==> src/rtl/ex_mem_pipe_reg_if.sv <==
// Bus bundle for ex_mem_pipe_reg: input entry and advance/flush controls
// in, last-stage entry and observability counters out.
interface ex_mem_pipe_reg_if #(
    parameter int DATA_W = 51,
    parameter int CTRL_W = 6,
    parameter int DEPTH  = 1,
    parameter int CNT_W  = 16
);
    localparam int OCC_W = $clog2(DEPTH + 1);

    logic              hit;
    logic              flush;
    logic              in_valid;
    logic [CTRL_W-1:0] in_ctrl;
    logic [DATA_W-1:0] in_data;
    logic              out_valid;
    logic [CTRL_W-1:0] out_ctrl;
    logic [DATA_W-1:0] out_data;
    logic [OCC_W-1:0]  occupancy;
    logic [CNT_W-1:0]  stall_cnt;

    modport master (
        output hit, flush, in_valid, in_ctrl, in_data,
        input  out_valid, out_ctrl, out_data, occupancy, stall_cnt
    );

    modport slave (
        input  hit, flush, in_valid, in_ctrl, in_data,
        output out_valid, out_ctrl, out_data, occupancy, stall_cnt
    );
endinterface

==> src/rtl/ex_mem_pipe_reg.sv <==
// Parametrised pipeline boundary register: DEPTH stages of {valid, ctrl, data}
// with global stall, flush-to-bubble, saturating stall counter and occupancy.
module ex_mem_pipe_reg #(
    parameter int DATA_W = 51,
    parameter int CTRL_W = 6,
    parameter int DEPTH  = 1,
    parameter int CNT_W  = 16
) (
    input  logic              clk,
    input  logic              rst,
    ex_mem_pipe_reg_if.slave  bus
);
    localparam int OCC_W = $clog2(DEPTH + 1);

    logic [DEPTH-1:0]  v;
    logic [DEPTH-1:0]  v_next;
    logic [CTRL_W-1:0] c [DEPTH];
    logic [DATA_W-1:0] d [DEPTH];
    logic [OCC_W-1:0]  occ_q;
    logic [OCC_W-1:0]  occ_next;
    logic [CNT_W-1:0]  stall_q;

    // Next valid vector feeds both the v registers and the occupancy count,
    // so occupancy always matches the stages it describes.
    always_comb begin
        v_next   = v;
        occ_next = '0;
        if (rst || bus.flush) begin
            v_next = '0;
        end else if (bus.hit) begin
            v_next[0] = bus.in_valid;
            for (int k = 1; k < DEPTH; k++) begin
                v_next[k] = v[k-1];
            end
        end
        for (int k = 0; k < DEPTH; k++) begin
            occ_next = occ_next + OCC_W'(v_next[k]);
        end
    end

    // NOTE: all state moves on the falling edge, and uses non-blocking
    // assignments so every stage samples its predecessor's old value.
    always_ff @(negedge clk) begin
        if (rst) begin
            v       <= '0;
            occ_q   <= '0;
            stall_q <= '0;
            // NOTE: the payload array is cleared too, so out_data reads 0 after reset.
            for (int k = 0; k < DEPTH; k++) begin
                c[k] <= '0;
                d[k] <= '0;
            end
        end else begin
            v     <= v_next;
            occ_q <= occ_next;
            if (bus.flush) begin
                // Bubbles keep their payload but must carry no control.
                for (int k = 0; k < DEPTH; k++) begin
                    c[k] <= '0;
                end
            end else if (bus.hit) begin
                c[0] <= bus.in_valid ? bus.in_ctrl : '0;
                d[0] <= bus.in_data;
                for (int k = 1; k < DEPTH; k++) begin
                    c[k] <= c[k-1];
                    d[k] <= d[k-1];
                end
            end else if (stall_q != '1) begin
                stall_q <= stall_q + CNT_W'(1);
            end
        end
    end

    assign bus.out_valid = v[DEPTH-1];
    assign bus.out_ctrl  = c[DEPTH-1];
    assign bus.out_data  = d[DEPTH-1];
    assign bus.occupancy = occ_q;
    assign bus.stall_cnt = stall_q;
endmodule

==> src/flat_wrapper.sv <==
// flat-port wrapper written by rule: the top's interface ports become plain ports
module ex_mem_pipe_reg_flat 
#(
    parameter int DATA_W = 51,
    parameter int CTRL_W = 6,
    parameter int DEPTH  = 1,
    parameter int CNT_W  = 16
)
  (clk, rst, bus_hit, bus_flush, bus_in_valid, bus_in_ctrl, bus_in_data, bus_out_valid, bus_out_ctrl, bus_out_data, bus_occupancy, bus_stall_cnt);
  ex_mem_pipe_reg_if #(.DATA_W(DATA_W), .CTRL_W(CTRL_W), .DEPTH(DEPTH), .CNT_W(CNT_W)) bus_i ();
  input  logic clk;
  input  logic rst;
  input wire logic [$bits(bus_i.hit)-1:0] bus_hit;
  input wire logic [$bits(bus_i.flush)-1:0] bus_flush;
  input wire logic [$bits(bus_i.in_valid)-1:0] bus_in_valid;
  input wire logic [$bits(bus_i.in_ctrl)-1:0] bus_in_ctrl;
  input wire logic [$bits(bus_i.in_data)-1:0] bus_in_data;
  output wire logic [$bits(bus_i.out_valid)-1:0] bus_out_valid;
  output wire logic [$bits(bus_i.out_ctrl)-1:0] bus_out_ctrl;
  output wire logic [$bits(bus_i.out_data)-1:0] bus_out_data;
  output wire logic [$bits(bus_i.occupancy)-1:0] bus_occupancy;
  output wire logic [$bits(bus_i.stall_cnt)-1:0] bus_stall_cnt;
  assign bus_i.hit = bus_hit;
  assign bus_i.flush = bus_flush;
  assign bus_i.in_valid = bus_in_valid;
  assign bus_i.in_ctrl = bus_in_ctrl;
  assign bus_i.in_data = bus_in_data;
  assign bus_out_valid = bus_i.out_valid;
  assign bus_out_ctrl = bus_i.out_ctrl;
  assign bus_out_data = bus_i.out_data;
  assign bus_occupancy = bus_i.occupancy;
  assign bus_stall_cnt = bus_i.stall_cnt;
  ex_mem_pipe_reg #(.DATA_W(DATA_W), .CTRL_W(CTRL_W), .DEPTH(DEPTH), .CNT_W(CNT_W)) u_core (.clk(clk), .rst(rst), .bus(bus_i));
endmodule
==> config.mk <==
export PLATFORM = sky130hd
export DESIGN_NAME = ex_mem_pipe_reg_flat
export DESIGN_NICKNAME = d
export VERILOG_FILES = /design/src/rtl/ex_mem_pipe_reg_if.sv /design/src/rtl/ex_mem_pipe_reg.sv /design/src/flat_wrapper.sv
export SDC_FILE = /design/constraint.sdc
export NUM_CORES = 1
export LEC_CHECK = 0
export CORE_UTILIZATION = 35
export CTS_CLUSTER_DIAMETER = 60
export DETAILED_ROUTE_END_ITERATION = 12
export GPL_TIMING_DRIVEN = 0
export PLACE_DENSITY = 0.67
export SKIP_CTS_REPAIR_TIMING = 1
export SYNTH_ARGS = -nofsm -noshare
export SYNTH_HDL_FRONTEND = slang
export SYNTH_SLANG_ARGS = --single-unit
==> constraint.sdc <==
create_clock -name clk -period 2.5 [get_ports clk]
set_input_delay 0.25 -clock clk [delete_from_list [all_inputs] [get_ports clk]]
set_output_delay 0.25 -clock clk [all_outputs]
set_load 0.02 [all_outputs]
== Yosys cells after proc, flatten, opt, wreduce, memory -nomap -nowiden ==
Memories as Yosys holds them, arrays and structs flattened.
Cells that the tools add are included.
Operators by class
  add/sub/neg operators: 1
  multiply operators: 0
  div/mod/pow operators: 0
  magnitude comparators: 0
  eq/ne operators: 1
  shift operators: 0
  mux-type cells: 16
  bitwise gates (word level): 2
  reductions and logical operators: 6
Operators by type and width (count)
  $mux 51: 1
  $reduce_or 51->1: 1
  $mux 6: 3
  $add 16x1->16 const B: 1
  $ne 16x16->1 const B: 1
  $mux 1: 12
  $reduce_or 6->1: 2
  $reduce_and 3->1: 1
  $not 1->1: 2
  $reduce_or 2->1: 1
  $logic_or 1x1->1: 1
Storage, ports and cells
  register bits: 17
  latch bits: 0
  memory bits (writable): 57
  bits in read-only memories: 0
  bits of input ports: 62
  output and inout bits: 75
  word-level logic and storage cells: 30
  memories kept: 2
Memories
  u_core.d: words 1, bits a word 51, rd ports 1, clocked after Yosys merged registers in 0, wr ports 1, line ex_mem_pipe_reg.sv:18  | logic [DATA_W-1:0] d [DEPTH];
  u_core.c: words 1, bits a word 6, rd ports 1, clocked after Yosys merged registers in 0, wr ports 1, line ex_mem_pipe_reg.sv:17  | logic [CTRL_W-1:0] c [DEPTH];

== Depth between registers and ports, before layout ==
  depth in word-level cells: 6
  depth in mapped cells: 5
  depth with buffers taken out: 5

==> metrics.md <==
| Metric | Value |
|---|---|
| Status | complete, no violations |
| Drc violations | 0 |
| Type of origin of the critical path | flip-flop |
| Final WS setup | 0.0432 ns |
| Post-Synth Adder-Cell Area | 0.00409 |
| Mapped cell area | 3060 µm² |
| Post-Synth XOR/XNOR Area | 0 |
| Syn nets | 294 |
| Num rows | 33 |
| Vias in the first global route | 2611 |
| Port bufs | 136 |
| DRT Wirelength | 8200 µm |
| Setup violations, final | 0 |
| VDD IR-drop max | 0.000241 V |
| Final net count | 518 |
| Dpl hpwl | 5250 µm |
| CTS Buf Count | 9 |
| Synth Area in Compound Gates | 0.0523 |
| CP Capture Type | output pin |
| Cell depth of the worst flop-to-flop path | 5 |
| CTS tree | done |
| Worst r2r src | u_core.bus.stall_cnt[0]$_SDFFE_NP0P_ |
| Routability cong. | 0.858 |
| Number of enable flip-flop cells after synthesis | 57 |
| Combinational family with the most area after synthesis | simple AND/OR/NAND/NOR gates |
| H-tree Lvls | 3 |
| CP Data Required Time | 2.25 ns |
| Die Ht | 95.5 µm |
| Clk slew on worst S/H paths | 0.03 ns |
| Final Power | 3220 µW |
| Largest net degree at the start of global routing | 52 |
| Synthesized flop and latch total | 74 |
| Worst-margin pin slew | 0.432 ns |
| Die X | 95.5 µm |
| Clock Skews | 0.0144 ns |
| I/O pin count | 137 |
| Area growth syn-to-layout | 62.5% |
| Fin area | 4970 µm² |
| Overall routing resource usage | 0.175 |
| HP Class | reg -> reg |
| First-pass GRT wire length | 11800 µm |
| Sinks on the clock net | 74 |
| Slowest stage delay, CP | 0.36 ns |
| Crit-path max FO | 1 |
| Inserted Diodes | 0 |
| Initial antenna violation count | 0 |
| Slowest stage cell, crit path | edfxtp_1 |
| CP Class | reg -> out |
| Place WS | -0.947 ns |
| Post-synthesis simple-gate area fraction | 0.238 |
| Buf+Inv Stages, Crit Path | 1 |
| Hold Path Depth | 2 |
| Root Buffer Master | clkbuf_8 |
| Final setup TNS | 0 ns |
| Slew margin rel. | 0.710 |
| Pwr dens | 648 nW/µm² |
| Pins Over Slew Limit | 0 |
| Number of max-cap violations | 0 |
| Die area | 9120 µm² |
| CP delay by family, top | flip-flops |
| Async S/R FF share, synth | 0 |
| Reg2Reg Setup Slack | 0.66 ns |
| Clk_lat worst skew | 0.40 ns |
| Synth cell types | 35 |
| Starting Density | 0.367 |
| DR iter-0 viols | 64 |
| Leakage | 0.00258 µW |
| Cell area after placement | 4560 µm² |
| Total of fill cells in the finished design | 718 |
| Seq/Total Area, Yosys | 0.670 |
| Post-Synthesis Cells | 231 |
| Max Buffers Root-to-Sink | 2 |
| Critical path, cell by cell | dlymetal6s2s_1 |
| Avg Vias per Cell | 4.65 |
| R2R Path End | u_core.bus.stall_cnt[11]$_SDFFE_NP0P_ |
| Crit path arrival time | 2.21 ns |
| DR vias | 2629 |
| Final ANT Viol Nets | 0 |
| Layout cell share with drive strength beyond 1 | 0.224 |
| Final core occ | 0.596 |
| Hold endpoint | u_core.bus.out_valid$_SDFFE_NP0P_ |
| Core Area | 8340 µm² |
| Primary FF master, synth | edfxtp_1 |
| Footprint of the flip-flops and latches | 2070 µm² |
| Avg Cell Area, Syn | 13.2 µm² |
| Mux share of post-synthesis cell area | 0.0131 |
| Drt first pass iters | 4 |
| Hold_sp | u_core.bus.out_valid$_SDFFE_NP0P_ |
| Multi-input logic area | 976 µm² |
| Hold Fails Final Rpt | 0 |
| Yosys warnings | 0 |
| Remaining Overflow, GRT | 0 |
| Avg WL per Cell | 14.5 µm |
[tightest hold or removal path: cells and delay by family (launching register included)]
family                 cells  cell delay (ns)
AO/OA/AOI/OAI              1             0.07
flip-flops                 1             0.32
buffers and inverters      1             0.05
[state kept, by name, indices dropped and copies added, names as in the netlist]
register              cells
u_core.bus.stall_cnt     16
u_core.d                 51
u_core.c                  6
u_core.bus.out_valid      1
[metal layers]
layer  GRT usage  wire length (µm)
met3       0.112               917
met5           0                 0
met4       0.107               109
met1       0.189              3590
met2       0.257              3580
[per-stage QoR]
step / hold WS [ns] / std cells
after floorplan: 0.550 / 231
after global placement: 0.489 / 472
after detailed placement: 0.496 / 472
after CTS: 0.502 / 561
after global routing: 0.520 / 565
final: 0.487 / 565
[cell usage after synthesis, types with 4 or more instances]
| library cell | instances | area [µm²] |
|---|---|---|
| a21oi_1 | 10 | 50.1 |
| nand2_1 | 5 | 18.8 |
| mux2i_1 | 4 | 40.0 |
| and2_1 | 52 | 325 |
| dfxtp_1 | 17 | 340 |
| and3_1 | 8 | 50.1 |
| nand3_1 | 7 | 35.0 |
| nand4_1 | 6 | 37.5 |
| nor3_1 | 4 | 20.0 |
| o21ai_0 | 11 | 55.1 |
| nand2b_1 | 4 | 25.0 |
| nor2_1 | 6 | 22.5 |
| edfxtp_1 | 57 | 1710 |
| or3_1 | 7 | 43.8 |
| clkbuf_1 | 6 | 22.5 |
[logic make-up (layout without fill, tap and decap cells)]
logic type	count (synthesis)	after routing
compound gates	28	28
fa+ha+maj	1	1
buf+inv	13	241
flops	74	74
mux	4	4
simple gates	111	112
[worst max-delay path by stage]
stage,depth (start not counted),to,slack (ns),from
floorplan,4,u_core.bus.stall_cnt[9]$_SDFFE_NP0P_,-0.07,bus_hit
finish,1,bus_out_data[3],0.04,u_core.d[0][3]$_SDFFCE_NN0P_
global placement,6,u_core.d[0][30]$_SDFFCE_NN0P_,-0.87,bus_flush
detailed placement,6,u_core.d[0][22]$_SDFFCE_NN0P_,-0.95,bus_hit
global route,1,bus_stall_cnt[8],-0.008,u_core.bus.stall_cnt[8]$_SDFFE_NP0P_
CTS,1,bus_stall_cnt[5],-0.54,u_core.bus.stall_cnt[5]$_SDFFE_NP0P_
[area by class of cell]
cell class                      instances  share of cell area
Inverter                                2             0.00151
Clock inverter                         81              0.0714
Timing Repair Buffer                  139               0.249
Tap cell                              105              0.0264
Sequential cell                        74               0.417
Clock buffer                            9              0.0249
Multi-Input combinational cell        145               0.196
Buffer                                 10              0.0138
[report_power, final]
group / internal (µW) / total [µW] / switching, µW
Combinational: 182 / 379 / 197
Clock: 626 / 1410 / 786
Sequential: 1410 / 1430 / 20.4
Total: 2220 / 3220 / 1000
[layout by cell type (no fill, tap or decap), drive strengths merged, types with 5 or more instances in the layout]
master,n
nand3,7
nand4,8
o21ai,11
nand2b,5
or3,8
nor2,6
nand2,5
and3,8
and2,52
clkdlybuf4s50,58
dlymetal6s2s,27
inv,79
buf,19
a21oi,10
dfxtp,17
clkbuf,53
edfxtp,57
(Power assumes the default switching activity.)
